[src/rtl/inst_queue.sv]
// inst_queue: multi-lane instruction buffer between fetch and decode.
//   Circular store of {pc, inst, exc, exccode}. Up to IN_WIDTH lanes are pushed per
//   cycle and the OUT_WIDTH oldest entries are read combinationally. Flush can
//   optionally retain one instruction (branch delay slot), even one not yet fetched.
// Ports:
//   clk, reset                 clock, asynchronous active-high reset
//   in_valid/in_mask           fetch group valid, contiguous lane mask
//   in_pc/in_inst              per-lane PC and instruction word (lane i at [32i+:32])
//   in_exc/in_exccode          per-lane fetch exception flag and 5-bit code
//   in_ready                   room for a full group (or waiting for the delay slot)
//   out_valid                  thermometer of valid head entries
//   out_pc/out_inst/out_exc/out_exccode  head entries' payload
//   pop_count                  entries consumed by decode this cycle
//   flush/flush_keep_one       discard contents, optionally keeping one survivor
//   count                      current occupancy
module inst_queue #(
  parameter int unsigned DEPTH     = 8,
  parameter int unsigned IN_WIDTH  = 2,
  parameter int unsigned OUT_WIDTH = 2
) (
  input  logic                             clk,
  input  logic                             reset,
  input  logic                             in_valid,
  input  logic [IN_WIDTH-1:0]              in_mask,
  input  logic [32*IN_WIDTH-1:0]           in_pc,
  input  logic [32*IN_WIDTH-1:0]           in_inst,
  input  logic [IN_WIDTH-1:0]              in_exc,
  input  logic [5*IN_WIDTH-1:0]            in_exccode,
  output logic                             in_ready,
  output logic [OUT_WIDTH-1:0]             out_valid,
  output logic [32*OUT_WIDTH-1:0]          out_pc,
  output logic [32*OUT_WIDTH-1:0]          out_inst,
  output logic [OUT_WIDTH-1:0]             out_exc,
  output logic [5*OUT_WIDTH-1:0]           out_exccode,
  input  logic [$clog2(OUT_WIDTH+1)-1:0]   pop_count,
  input  logic                             flush,
  input  logic                             flush_keep_one,
  output logic [$clog2(DEPTH):0]           count
);

  localparam int unsigned AW = $clog2(DEPTH);
  localparam int unsigned PW = AW + 1;

  logic [31:0] pc_mem   [DEPTH];
  logic [31:0] inst_mem [DEPTH];
  logic        exc_mem  [DEPTH];
  logic [4:0]  code_mem [DEPTH];

  logic [PW-1:0]       head_q, head_d, tail_q, tail_d;
  logic                keep_q, keep_d;
  logic [PW-1:0]       cnt, n_in, pop_ext, surv;
  logic [IN_WIDTH-1:0] wr_en;
  logic [AW-1:0]       wr_idx [IN_WIDTH];

  // Pointers carry a wrap bit, so plain subtraction yields occupancy 0..DEPTH.
  assign cnt      = tail_q - head_q;
  assign count    = cnt;
  assign pop_ext  = PW'(pop_count);
  assign surv     = head_q + pop_ext;
  assign in_ready = keep_q || (cnt <= PW'(DEPTH - IN_WIDTH));

  always_comb begin
    n_in = '0;
    for (int i = 0; i < IN_WIDTH; i++) begin
      n_in = n_in + PW'(in_mask[i]);
    end
  end

  always_comb begin
    for (int i = 0; i < IN_WIDTH; i++) begin
      wr_idx[i] = tail_q[AW-1:0] + AW'(i);
    end
  end

  // Next-state for pointers, delay-slot flag and write enables.
  always_comb begin
    head_d = head_q + pop_ext;
    tail_d = tail_q;
    keep_d = keep_q;
    wr_en  = '0;
    if (flush) begin
      keep_d = 1'b0;
      if (!flush_keep_one) begin
        head_d = tail_q;
      end else if (cnt > pop_ext) begin
        // Oldest entry not consumed this cycle becomes the sole survivor.
        head_d = surv;
        tail_d = surv + PW'(1);
      end else if (in_valid && in_mask[0]) begin
        // Delay slot arrives in the same cycle; taken regardless of in_ready.
        wr_en[0] = 1'b1;
        head_d   = tail_q;
        tail_d   = tail_q + PW'(1);
      end else begin
        head_d = tail_q;
        keep_d = 1'b1;
      end
    end else if (keep_q) begin
      if (in_valid && in_mask[0]) begin
        wr_en[0] = 1'b1;
        tail_d   = tail_q + PW'(1);
        keep_d   = 1'b0;
      end
    end else if (in_valid && in_ready) begin
      wr_en  = in_mask;
      tail_d = tail_q + n_in;
    end
  end

  always_ff @(posedge clk or posedge reset) begin
    if (reset) begin
      head_q <= '0;
      tail_q <= '0;
      keep_q <= 1'b0;
    end else begin
      head_q <= head_d;
      tail_q <= tail_d;
      keep_q <= keep_d;
    end
  end

  // Entry storage is intentionally not reset.
  always_ff @(posedge clk) begin
    for (int i = 0; i < IN_WIDTH; i++) begin
      if (wr_en[i]) begin
        pc_mem[wr_idx[i]]   <= in_pc[32*i +: 32];
        inst_mem[wr_idx[i]] <= in_inst[32*i +: 32];
        exc_mem[wr_idx[i]]  <= in_exc[i];
        code_mem[wr_idx[i]] <= in_exccode[5*i +: 5];
      end
    end
  end

  for (genvar o = 0; o < OUT_WIDTH; o++) begin : g_out
    logic [AW-1:0] rd_idx;
    assign rd_idx             = head_q[AW-1:0] + AW'(o);
    assign out_valid[o]       = cnt > PW'(o);
    assign out_pc[32*o +: 32]   = pc_mem[rd_idx];
    assign out_inst[32*o +: 32] = inst_mem[rd_idx];
    assign out_exc[o]         = exc_mem[rd_idx];
    assign out_exccode[5*o +: 5] = code_mem[rd_idx];
  end

endmodule
[config.mk]
export PLATFORM = sky130hd
export DESIGN_NAME = inst_queue
export DESIGN_NICKNAME = d
export VERILOG_FILES = /design/src/rtl/inst_queue.sv
export SDC_FILE = /design/constraint.sdc
export NUM_CORES = 1
export LEC_CHECK = 0
export CAP_MARGIN = 20
export CORE_UTILIZATION = 50
export CTS_BUF_LIST = sky130_fd_sc_hd__clkbuf_16
export DETAILED_ROUTE_END_ITERATION = 8
export GPL_ROUTABILITY_DRIVEN = 0
export PLACE_DENSITY = 0.71
export SETUP_SLACK_MARGIN = 0.1
export SLEW_MARGIN = 10
export SYNTH_ARGS = -nofsm -noshare
export SYNTH_HDL_FRONTEND = slang
export SYNTH_SLANG_ARGS = --single-unit
[constraint.sdc]
create_clock -name clk -period 33 [get_ports clk]
set_clock_uncertainty 0.05 [all_clocks]
set_input_delay 8.25 -clock clk [delete_from_list [all_inputs] [get_ports clk]]
set_output_delay 8.25 -clock clk [all_outputs]
set_load 0.005 [all_outputs]
==> metrics.yaml, run 1 <==
peakVddDrop_mv: 0.0940
synth_seq_area_share_pct: 50.8
min_period_over_period_pct: 40.5
vias: 20300
core-area_sq_mm: 0.0661
num_rows: 94
die_x_microns: 261
finalHoldViolations: 0
num_io_pins: 296
final_antenna_net_count: 0
worstPathMaxFanout: 62
maxCapViolations: 0
grtUsageTotal_pct: 27.1
die_h_microns: 261
antenna_found_initial: 15
cts_resized: 0
drc: 20
min_path_type: "register to register"
viasPerCell: 6.43
period_minus_slack_ps: 13350
cts_tree: "done"
dr.pass1.iters: 9
hold_buffers: 0
p_leak_nw: 13.8
clk_pin_slew_worst_paths_ps: 60
yosysUniqueCellTypes: 51
start_kind: "register"
fin_util_pct: 59.1
avgSynthCellArea_sq_um: 16.8
grt_pass1_vias: 21300
start_util_pct: 50.8
place_hpwl_mm: 53.5
die_area_sq_mm: 0.0681
worstSetupPathType: "register to output pin"
fmax_mhz: 74.9
rsz0062_at_grt: "no"
clock_path_buffers: 3
pwr_density_cell_mw_per_mm2: 88.0
multi_input_area_sq_mm: 0.0158
ys.flop_type: "edfxtp_1"
synth_most_common_cell: "edfxtp_1"
hold_path_depth: 2
finalWirelength_mm: 92.4
grt_first_pass_wirelength_mm: 136
grt_max_degree: 69
slew_headroom_pct: 22.4
grt-ovfl-total: 0
synth_nets: 2159
syn_area_sq_mm: 0.0335
slew_violations: 0
cts_post_setup_buffers_inserted: 0
violations: "design-rule violations"
seq_area_sq_mm: 0.0171
htree_num_levels: 2
synth_top_area_share_pct: 50.1
r2r.worst_path.cells: 11
drive_gt1_share_pct: 43.0
synth_commonest_cells: "edfxtp_1 (560), mux2_2 (425), mux4_2 (280)"
portBuffers: 295
tns_ps: 0
nets: 2401
critPathCaptureType: "output pin"
fillers: 5021
synth_area_leaders: "edfxtp_1 (50%), mux4_2 (19%), mux2_2 (14%), mux2_4 (6.2%), nand2_1 (2.6%)"
insertion_delay_ps: 630
root_buffer: "clkbuf_16"
synth_seq_cells: 569
synth_top_area_cell: "edfxtp_1"
cts_buffers: 60
setup_viol: 0
crit_arrival_ps: 5050
area_growth_pct: 16.4
crit_required_ps: 24700
syn_inst: 1996
synth_edf_count: 560
async_flop_share_pct: 1.58
cts.sinks: 569
wl_per_cell_microns: 29.3
yosys_warnings: 0
worst_pin_slew_ps: 1160
outcome: "complete, but fails checks"
drtIter0Drc: 1828
-- per-stage QoR --
step	cells	setup slack [ps]	cell area, sq um	total power [W]	hold WS [ps]
after floorplan	1996	15460	33500	0.00203	564
after global placement	3040	20310	37300	0.00282	647
after detailed placement	3040	20270	37300	0.00283	657
after CTS	3150	19600	39000	0.00346	666
after global routing	3153	19360	39100	0.00359	724
final	3156	19650	39100	0.00344	673
-- cells in the final DEF (no fill, tap or decap), types with 7 or more instances in the layout --
cell type | Yosys | layout
clkinv_2 | 0 | 9
mux4_2 | 280 | 280
mux2_2 | 425 | 425
nor2_1 | 15 | 15
ha_1 | 11 | 10
buf_4 | 1 | 39
nand2_1 | 231 | 228
edfxtp_1 | 560 | 560
mux2_1 | 69 | 69
clkbuf_16 | 0 | 60
clkinv_1 | 1 | 18
clkdlybuf4s50_1 | 0 | 295
inv_1 | 15 | 35
o21ai_0 | 9 | 7
mux2_4 | 138 | 138
a21oi_1 | 8 | 8
-- cells by family after synthesis --
group / after synthesis / synth area share (%)
muxes: 913 / 41.6
DFF: 569 / 50.8
and+or+nand+nor: 277 / 3.40
buffers and inverters: 171 / 2.49
AOI/OAI and AO/OA: 40 / 0.761
adders and majority gates: 14 / 0.589
xor gates and xnor gates: 12 / 0.377
-- worst paths after layout --
kind | startpoint | end | slack (ps)
worst max-delay path | head_q[0] | out_inst[46] | 19650
worst min-delay path | tail_q[3] | tail_q[3] | 670
worst min register to register | tail_q[3] | tail_q[3] | 670
worst max register to register | head_q[2] | inst_mem[4][23] | 26570
min in group asynchronous | reset | tail_q[3] | 7870
max in group asynchronous | reset | head_q[1] | 24690
-- critical path, stage by stage, from the launching register on --
cell and delay (ps):
dfrtp_4 1020, buf_4 900, buf_4 910, mux4_2 610
mux2_2 280, clkdlybuf4s50_1 550
-- flip-flops by register name, summed over array words and instances (netlist names) --
register,count
pc_mem,256
inst_mem,256
tail_q,4
keep_q,1
exc_mem,8
code_mem,40
head_q,4
-- cell type report --
| cell class | instances | area share (%) |
|---|---|---|
| multi-input combinational | 1256 | 40.5 |
| antenna | 6 | 0.0384 |
| clock buffer | 60 | 3.84 |
| clock inverter | 50 | 0.695 |
| inverter | 17 | 0.167 |
| timing repair buffer | 334 | 8.31 |
| tap | 864 | 2.77 |
| sequential | 569 | 43.7 |
-- layer usage --
layer / global-route usage, % / up-vias / routed length (microns)
met5: 0 / - / 101
met4: 6.46 / 16 / 1940
met3: 5.19 / 140 / 6850
met2: 45.6 / 762 / 46000
met1: 36.6 / 10800 / 37600
li1: - / 8594 / -
-- power by group --
part / internal [W] / leakage [nW] / total [W] / switching [W]
clock network: 0.000342 / 0.944 / 0.000626 / 0.000284
registers: 0.000889 / 5.15 / 0.000968 / 0.0000786
logic: 0.000994 / 7.66 / 0.00184 / 0.000848
(Power assumes the default switching activity.)
==> run 2, diff against run 1 <==
clock period = 12.99 ns   (was 33 ns; I/O delays follow)
==> run 2 against run 1 <==
  * The run still ends with design-rule violations left
  * Die area unchanged
  * Design area up 0.21%
  * First-iteration DRC count down 8.2%
  * Power rose to 2.6 times the previous value
  * Sequential power rose to 2.5 times the previous value
  * Clock-buffer cell count unchanged
  * Non-clock buffer count up 1
  * Critical path type unchanged
==> metrics.yaml, run 2 (same netlist as run 1, synthesis figures left out) <==
crit_required_ps: 9690
htree_num_levels: 2
clk_pin_slew_worst_paths_ps: 60
finalHoldViolations: 0
maxCapViolations: 0
dpl.cell_count: 3041
grt_max_degree: 67
final_common_cell: "edfxtp_1"
slew_headroom_pct: 25.1
core-area_sq_mm: 0.0661
viasPerCell: 6.39
start_kind: "register"
cts.sinks: 569
dr.pass1.iters: 7
setup_viol: 0
crit_arrival_ps: 4940
wl_per_cell_microns: 29.4
rsz0062_at_grt: "no"
pwr_density_cell_mw_per_mm2: 224
grt_pass1_vias: 21300
area_growth_pct: 16.7
die_x_microns: 261
cts_post_setup_buffers_inserted: 0
portBuffers: 295
hold_buffers: 0
nets: 2402
slew_violations: 0
min_period_over_period_pct: 63.4
finalWirelength_mm: 93.0
start_util_pct: 50.8
grtUsageTotal_pct: 27.3
period_minus_slack_ps: 8240
worst_pin_slew_ps: 1120
worstPathMaxFanout: 40
root_buffer: "clkbuf_16"
fin_cells: 3166
cts_resized: 0
whs_ps: 683
peakVddDrop_mv: 0.197
final_cell_mix: "edfxtp_1 (560), mux2_2 (425), clkdlybuf4s50_1 (295)"
antenna_found_initial: 22
place_hpwl_mm: 53.8
fmax_mhz: 121
grt_first_pass_wirelength_mm: 137
grt-ovfl-total: 0
outcome: "complete, but fails checks"
cts_buffers: 60
insertion_delay_ps: 630
p_leak_nw: 13.8
die_h_microns: 261
num_rows: 94
critPathCaptureType: "output pin"
drive_gt1_share_pct: 43.3
num_io_pins: 296
worstSetupPathType: "register to output pin"
violations: "design-rule violations"
die_area_sq_mm: 0.0681
reg2reg_slack_ps: 6530
vias: 20200
cts_tree: "done"
drc: 22
final_antenna_net_count: 0
tns_ps: 0
clock_path_buffers: 3
min_path_type: "register to register"
drtIter0Drc: 1678
[run 2: cell types whose count changed in the layout (fill, tap and decap cells not counted), sizes merged]
cell / before / now
buf: 39 / 40
diode: 6 / 14
inv: 36 / 31
clkinv: 28 / 33
bufinv: 2 / 3
[run 2: power breakdown]
group,total (W),switching [W],leakage [nW],internal [W]
clock network,0.00163,0.000736,0.955,0.000895
logic,0.00470,0.00218,7.67,0.00252
registers,0.00245,0.000190,5.15,0.00226
total,0.00878,0.00311,13.8,0.00568
[run 2: per-layer routing]
metal / part of all wire, % / up-vias / global-route usage (%)
li1: - / 8591 / -
met1: 40 / 10600 / 36.7
met2: 49 / 854 / 45.0
met3: 8.3 / 145 / 5.51
met4: 2.6 / 16 / 8.51
met5: 0.10 / - / 0
[run 2: worst paths after layout]
path,to,startpoint,cells after the start
setup / recovery,out_valid[0],head_q[2],10
hold / removal,tail_q[3],tail_q[3],2
setup reg to reg,inst_mem[4][25],head_q[2],11
hold reg to reg,tail_q[3],tail_q[3],2
max in group asynchronous,head_q[1],reset,2
min in group asynchronous,tail_q[2],reset,2
[run 2: area by class of cell]
| cell class | count | area (sq um) |
|---|---|---|
| antenna | 14 | 35.0 |
| clock buffer | 60 | 1500 |
| timing repair buffer | 335 | 3250 |
| fill | 4983 | 27000 |
| sequential | 569 | 17100 |
| clock inverter | 51 | 328 |
| tap | 864 | 1080 |
| multi-input combinational | 1256 | 15800 |
| inverter | 17 | 65.1 |
[run 2: worst max-delay path: stages, from the launching register on]
cell,delay (ps)
dfrtp_4,790
buf_4,730
clkinv_2,500
ha_1,520
a21oi_2,220
a21oi_1,150
nor2_1,130
inv_1,120
or3_1,380
or2_2,280
clkdlybuf4s50_1,440
[run 2: through the flow]
stage | cell area (sq um) | power (W) | setup WS [ps] | util [%]
6_report | 39100 | 0.00878 | 4750 | 59.2
5_1_grt | 39100 | 0.00916 | 4470 | 59.2
4_1_cts | 39100 | 0.00884 | 4640 | 59.2
3_5_place_dp | 37300 | 0.00719 | 5310 | 56.4
3_3_place_gp | 37300 | 0.00715 | 5380 | 56.4
2_1_floorplan | 33500 | 0.00516 | 457 | -
